$ cat src/rtl/instr_fetch_if.sv
`default_nettype none
// ============================================================================
// Module      : instr_fetch_if
// Description : Fetch-stage bundle. Carries the instruction-memory request and
//               response, the execute redirect and the decode handshake.
// Revision    : 1.0  initial release
// ============================================================================
interface instr_fetch_if;
    logic        imem_req;
    logic [31:0] imem_addr;
    logic        imem_ready;
    logic [31:0] imem_rdata;
    logic        redirect_valid;
    logic [31:0] redirect_pc;
    logic        if_valid;
    logic        id_ready;
    logic [31:0] if_instr;
    logic [31:0] if_pc;
    logic [5:0]  Opcode;
    logic [5:0]  func;

    modport master (
        output imem_req, imem_addr, if_valid, if_instr, if_pc, Opcode, func,
        input  imem_ready, imem_rdata, redirect_valid, redirect_pc, id_ready
    );

    modport slave (
        input  imem_req, imem_addr, if_valid, if_instr, if_pc, Opcode, func,
        output imem_ready, imem_rdata, redirect_valid, redirect_pc, id_ready
    );
endinterface
`default_nettype wire

$ cat src/rtl/instr_fetch.sv
`default_nettype none
// ============================================================================
// Module      : instr_fetch
// Description : Instruction fetch stage, IDLE/FETCH/HOLD FSM with redirect.
//               Optional macro FETCH_STALL_CNT_EN adds a saturating stall_cnt.
// Revision    : 1.0  initial release
// ============================================================================
module instr_fetch #(
    parameter logic [31:0] RESET_PC = 32'h0000_0000
) (
    input  logic                 clk,
    input  logic                 rst_n,
`ifdef FETCH_STALL_CNT_EN
    output logic [15:0]          stall_cnt,
`endif
    instr_fetch_if.master        bus
);

    typedef enum logic [1:0] {
        IDLE  = 2'd0,
        FETCH = 2'd1,
        HOLD  = 2'd2
    } state_t;

    localparam logic [31:0] RESET_PC_ALIGNED = {RESET_PC[31:2], 2'b00};

    state_t      state_q,    state_d;
    logic [31:0] pc_q,       pc_d;
    logic [31:0] if_instr_q, if_instr_d;
    logic [31:0] if_pc_q,    if_pc_d;

    always_ff @(posedge clk or negedge rst_n) begin
        if (!rst_n) begin
            state_q    <= IDLE;
            pc_q       <= RESET_PC_ALIGNED;
            if_instr_q <= 32'h0000_0000;
            if_pc_q    <= 32'h0000_0000;
        end else begin
            state_q    <= state_d;
            pc_q       <= pc_d;
            if_instr_q <= if_instr_d;
            if_pc_q    <= if_pc_d;
        end
    end

    always_comb begin
        state_d    = state_q;
        pc_d       = pc_q;
        if_instr_d = if_instr_q;
        if_pc_d    = if_pc_q;
        // Redirect wins everywhere: any response or held word is dropped.
        if (bus.redirect_valid) begin
            pc_d    = {bus.redirect_pc[31:2], 2'b00};
            state_d = FETCH;
        end else begin
            unique case (state_q)
                IDLE: state_d = FETCH;
                FETCH: begin
                    if (bus.imem_ready) begin
                        if_instr_d = bus.imem_rdata;
                        if_pc_d    = pc_q;
                        pc_d       = pc_q + 32'd4;
                        state_d    = HOLD;
                    end
                end
                HOLD: begin
                    if (bus.id_ready) begin
                        state_d = FETCH;
                    end
                end
                default: state_d = IDLE;
            endcase
        end
    end

    assign bus.imem_req  = (state_q == FETCH);
    assign bus.imem_addr = pc_q;
    assign bus.if_valid  = (state_q == HOLD);
    assign bus.if_instr  = if_instr_q;
    assign bus.if_pc     = if_pc_q;
    assign bus.Opcode    = if_instr_q[31:26];
    assign bus.func      = if_instr_q[5:0];

`ifdef FETCH_STALL_CNT_EN
    logic [15:0] stall_cnt_q, stall_cnt_d;

    always_ff @(posedge clk or negedge rst_n) begin
        if (!rst_n) begin
            stall_cnt_q <= 16'h0000;
        end else begin
            stall_cnt_q <= stall_cnt_d;
        end
    end

    always_comb begin
        stall_cnt_d = stall_cnt_q;
        if ((state_q == FETCH) && !bus.imem_ready && !bus.redirect_valid &&
            (stall_cnt_q != 16'hFFFF)) begin
            stall_cnt_d = stall_cnt_q + 16'd1;
        end
    end

    assign stall_cnt = stall_cnt_q;
`endif

endmodule
`default_nettype wire
$ cat src/flat_wrapper.sv
// flat-port wrapper written by rule: the top's interface ports become plain ports
module instr_fetch_flat 
#(
    parameter logic [31:0] RESET_PC = 32'h0000_0000
)
  (clk, rst_n, bus_imem_req, bus_imem_addr, bus_if_valid, bus_if_instr, bus_if_pc, bus_Opcode, bus_func, bus_imem_ready, bus_imem_rdata, bus_redirect_valid, bus_redirect_pc, bus_id_ready);
  instr_fetch_if bus_i ();
  input  logic clk;
  input  logic rst_n;
  output wire logic [$bits(bus_i.imem_req)-1:0] bus_imem_req;
  output wire logic [$bits(bus_i.imem_addr)-1:0] bus_imem_addr;
  output wire logic [$bits(bus_i.if_valid)-1:0] bus_if_valid;
  output wire logic [$bits(bus_i.if_instr)-1:0] bus_if_instr;
  output wire logic [$bits(bus_i.if_pc)-1:0] bus_if_pc;
  output wire logic [$bits(bus_i.Opcode)-1:0] bus_Opcode;
  output wire logic [$bits(bus_i.func)-1:0] bus_func;
  input wire logic [$bits(bus_i.imem_ready)-1:0] bus_imem_ready;
  input wire logic [$bits(bus_i.imem_rdata)-1:0] bus_imem_rdata;
  input wire logic [$bits(bus_i.redirect_valid)-1:0] bus_redirect_valid;
  input wire logic [$bits(bus_i.redirect_pc)-1:0] bus_redirect_pc;
  input wire logic [$bits(bus_i.id_ready)-1:0] bus_id_ready;
  assign bus_imem_req = bus_i.imem_req;
  assign bus_imem_addr = bus_i.imem_addr;
  assign bus_if_valid = bus_i.if_valid;
  assign bus_if_instr = bus_i.if_instr;
  assign bus_if_pc = bus_i.if_pc;
  assign bus_Opcode = bus_i.Opcode;
  assign bus_func = bus_i.func;
  assign bus_i.imem_ready = bus_imem_ready;
  assign bus_i.imem_rdata = bus_imem_rdata;
  assign bus_i.redirect_valid = bus_redirect_valid;
  assign bus_i.redirect_pc = bus_redirect_pc;
  assign bus_i.id_ready = bus_id_ready;
  instr_fetch #(.RESET_PC(RESET_PC)) u_core (.clk(clk), .rst_n(rst_n), .bus(bus_i));
endmodule
$ cat config.mk
export PLATFORM = sky130hd
export DESIGN_NAME = instr_fetch_flat
export DESIGN_NICKNAME = d
export VERILOG_FILES = /design/src/rtl/instr_fetch_if.sv /design/src/rtl/instr_fetch.sv /design/src/flat_wrapper.sv
export SDC_FILE = /design/constraint.sdc
export NUM_CORES = 1
export LEC_CHECK = 0
export ABC_AREA = 1
export BUFFER_PORTS_ARGS = -buffer_cell sky130_fd_sc_hd__buf_2
export CAP_MARGIN = 0
export CELL_PAD_IN_SITES_DETAIL_PLACEMENT = 1
export CELL_PAD_IN_SITES_GLOBAL_PLACEMENT = 1
export CORE_MARGIN = 3
export CORE_UTILIZATION = 35
export CTS_CLUSTER_DIAMETER = 60
export DETAILED_ROUTE_END_ITERATION = 12
export GPL_TIMING_DRIVEN = 1
export PLACE_DENSITY = 0.83
export SLEW_MARGIN = 20
export SYNTH_ARGS = -nofsm -noshare
export SYNTH_HDL_FRONTEND = slang
export SYNTH_SLANG_ARGS = --single-unit
$ cat constraint.sdc
create_clock -name clk -period 1.7 [get_ports clk]
set_input_delay 0.085 -clock clk [delete_from_list [all_inputs] [get_ports clk]]
set_output_delay 0.085 -clock clk [all_outputs]
set_load 0.005 [all_outputs]
==> results.md <==
- Run status: completed
- PwrDens: 1040 nW/µm²
- Max Freq: ~0.62 GHz
- 1st-iter DRT viols: ~230
- Largest family of logic cells by synthesized area: simple AND/OR/NAND/NOR gates
- Hold endpoint: u_core.bus.imem_addr[18]
- Gr ovfl total: 0
- Inserted Clock Buffers: 9
- Die width: ~120 µm
- P_leak: 3.37 nW
- Yosys cell types: 35
- Period utilization: 94.4%
- Register area share after synthesis: 50.1%
- EDFF count, synth: 0
- Ports: approximately 180
- Skew final: 4.04 ps
- Antenna cells: 0
- Post-CTS setup buffer count: 0
- Share of flip-flops with an asynchronous set or reset: 100%
- Peak fanout along the critical path: 27
- CTS tree: yes
- Total GRT Usage: 22.4%
- Top cell type by total area after synthesis: dfrtp_1
- Core ar.: approximately 13,000 µm²
- DP Area: 5710 µm²
- Initial core utilization: a little over a third
- # fillers: between 1,500 and 2,000
- Main synth FF type: dfrtp_1
- Clock Latency Late Sink: 330 ps
- Worst r2r src: u_core.state_q[0]
- Routed Antenna Nets: 0
- Mapped Cells: 606
- Clock Path Buffers: 2
- Final instance area: 6430 µm²
- Root buf cell: clkbuf_16
- CTS Sinks: 94
- Initial antenna violation count: 0
- Worst hold start: bus_redirect_pc[18]
- Flop2flop setup slack: 100 ps
- Largest net degree at the start of global routing: 60
- Share of cells above drive strength 1: 29.3%
- Setup TNS: 0 ps
- Avg Inst Size Synth: 7.74 µm²
- Layout area overhead: 37.0%
- Multi-input gate area: 1960 µm²
- Most frequent cell after synthesis: nand2_1
- Register Area: 2360 µm²
- Hold Path Class: input pin to register
- Compound-Gate Fraction of Synth Area: just under 7%
- Total power: 6.72 mW
- Vias per cell: 4.93
- Critical path launch point type: register
- DR DRC count: 0
- RSZ-0062 raised after global routing: no
- Synth top area share: 50.1%
- Top cells by instance count after synthesis: 248 x nand2_1, 94 x dfrtp_1, 54 x nor2_1
- Final setup viols: 0
- Number of synthesized register bits: 94
- Worst path max stage delay: about 420 ps
- Arrival @ worst endpoint: 1830 ps
- Post-Synth Simple-Gate Area: 32.7%
- Reg2reg end: u_core.bus.if_pc[16]
- H-tree depth: 3
- CP Cell Sequence: inv_2, nor2_4, nand2_4, inv_2, nand2_4, buf_4, nand2_1, o21ai_0
- Peak VDD IR: 0.376 mV
- Critical path required time: 1920 ps
- Post-Syn Area: 4690 µm²
- Synth Area in XOR/XNOR: 1.31%
- Routed wire length: 16.7 mm
- Final hold vios: 0
- Proportion of synthesized area in mux cells: 0%
- FF-to-FF path depth: 8
- Tmin final: around 1600 ps
- Final nets: approximately 900
- Post-Synth Adder-Cell Area: less than 1%
- Max Cap Viol: 0
- GPL Wtd Cong: 0.870
- CP endpoint kind: register
- Synth area leaders: dfrtp_1 50%, nand2_1 20%, nor2_1 4.3%
- Row Count: 41
- WL/cell: around 17 µm
- Ys Warns: 0
- DIE HEIGHT: 122 µm
- DIE AREA: around 15,000 µm²
- Vias: 4,856
- Number of global-route vias before repair: 5,113
- First-pass GRT wire length: 26.3 mm
- Final Max Tran Viols: 0
- Detailed Place HPWL: 11.8 mm
- Input/output buffers: approximately 170
- DRT Pass-1 Iters: 5
- Final core occ: 49.9%
- Clock slew at reported path FFs: 60 ps
- Slowest CP cell: dfrtp_1
- Crit Path Category: register to register
- Hold Path Depth: 3
## worst max path at each step
stage	from	endpoint	slack (ps)
global route	u_core.state_q[0]	u_core.bus.if_pc[16]	3
floorplan	u_core.bus.imem_addr[3]	u_core.bus.imem_addr[24]	270
finish	u_core.state_q[0]	u_core.bus.if_pc[16]	100
global placement	u_core.state_q[0]	u_core.bus.imem_addr[2]	170
detailed placement	u_core.state_q[0]	u_core.bus.imem_addr[2]	80
CTS	u_core.bus.imem_addr[3]	u_core.bus.imem_addr[28]	50
## what timing repair did
| item | CTS | global route |
|---|---|---|
| endpoints found under the setup margin | 0 | 8 |
| hold buffers | 40 | 0 |
| hold endpoints to repair | 133 | 0 |
| gates resized for setup | 0 | 9 |
## critical path, delay by kind of cell, from the launching register on
| kind | cells | cell delay [ps] |
|---|---|---|
| AOI/OAI and AO/OA | 1 | 130 |
| DFF | 1 | 420 |
| and+or+nand+nor | 4 | 440 |
| buffers and inverters | 3 | 480 |
## routing by layer
metal	track usage [%]	up-vias	routed length, µm
li1	-	2276	-
met1	27.5	2389	6890
met2	39.9	155	8500
met3	2.97	36	824
met4	8.54	0	492
met5	0	-	0
## flip-flops by register name, summed over array words and instances, names as in the netlist
name                  flops
u_core.bus.if_instr      32
u_core.state_q            2
u_core.bus.if_pc         30
u_core.bus.imem_addr     30
## layout by cell type (no fill, tap or decap), types with 2 or more instances in the layout
cell type / instances
a21oi_1: 4
a31oi_1: 2
buf_12: 3
buf_2: 171
buf_4: 12
buf_6: 2
clkbuf_16: 9
clkbuf_8: 3
conb_1: 4
dfrtp_1: 90
dfrtp_2: 4
dlygate4sd3_1: 40
inv_1: 41
inv_2: 4
nand2_1: 248
nand2_2: 6
nand2_4: 2
nand3_1: 29
nand4_1: 6
nor2_1: 53
nor2_2: 9
nor2_4: 7
o211ai_1: 6
o21ai_0: 24
o21ai_1: 10
o21bai_1: 3
o221ai_1: 3
or2_2: 2
xor2_1: 6
## power breakdown
group / internal, mW / leakage, nW / switching [mW]
sequential: 2.66 / 1.15 / 0.350
clock: 1.24 / 0.147 / 0.828
combinational: 0.744 / 2.08 / 0.897
## area by class of cell
| class | count | area share (%) |
|---|---|---|
| Multi-Input combinational cell | 433 | 30.5 |
| Timing Repair Buffer | 228 | 22.2 |
| Tap cell | 172 | 3.35 |
| Inverter | 45 | 2.63 |
| Clock buffer | 12 | 4.15 |
| Clock inverter | 1 | 0.467 |
| Sequential cell | 94 | 36.7 |
## per-stage QoR
stage / hold WS, ps / setup slack, ps / cells
final: 11.8 / 95.3 / 985
after detailed placement: 82.5 / 76.7 / 932
after global placement: 82.3 / 171 / 932
after floorplan: -211 / 270 / 609
after global routing: 5.61 / 3.39 / 985
after CTS: 2.95 / 49.1 / 985
## kinds of logic after synthesis
| kind of cell | Yosys count |
|---|---|
| adders and majority gates | 1 |
| buffers and inverters | 82 |
| and+or+nand+nor | 366 |
| xor gates and xnor gates | 7 |
| AOI/OAI and AO/OA | 55 |
| DFF | 94 |
| other | 1 |
Power figures use the tool's default switching activity.
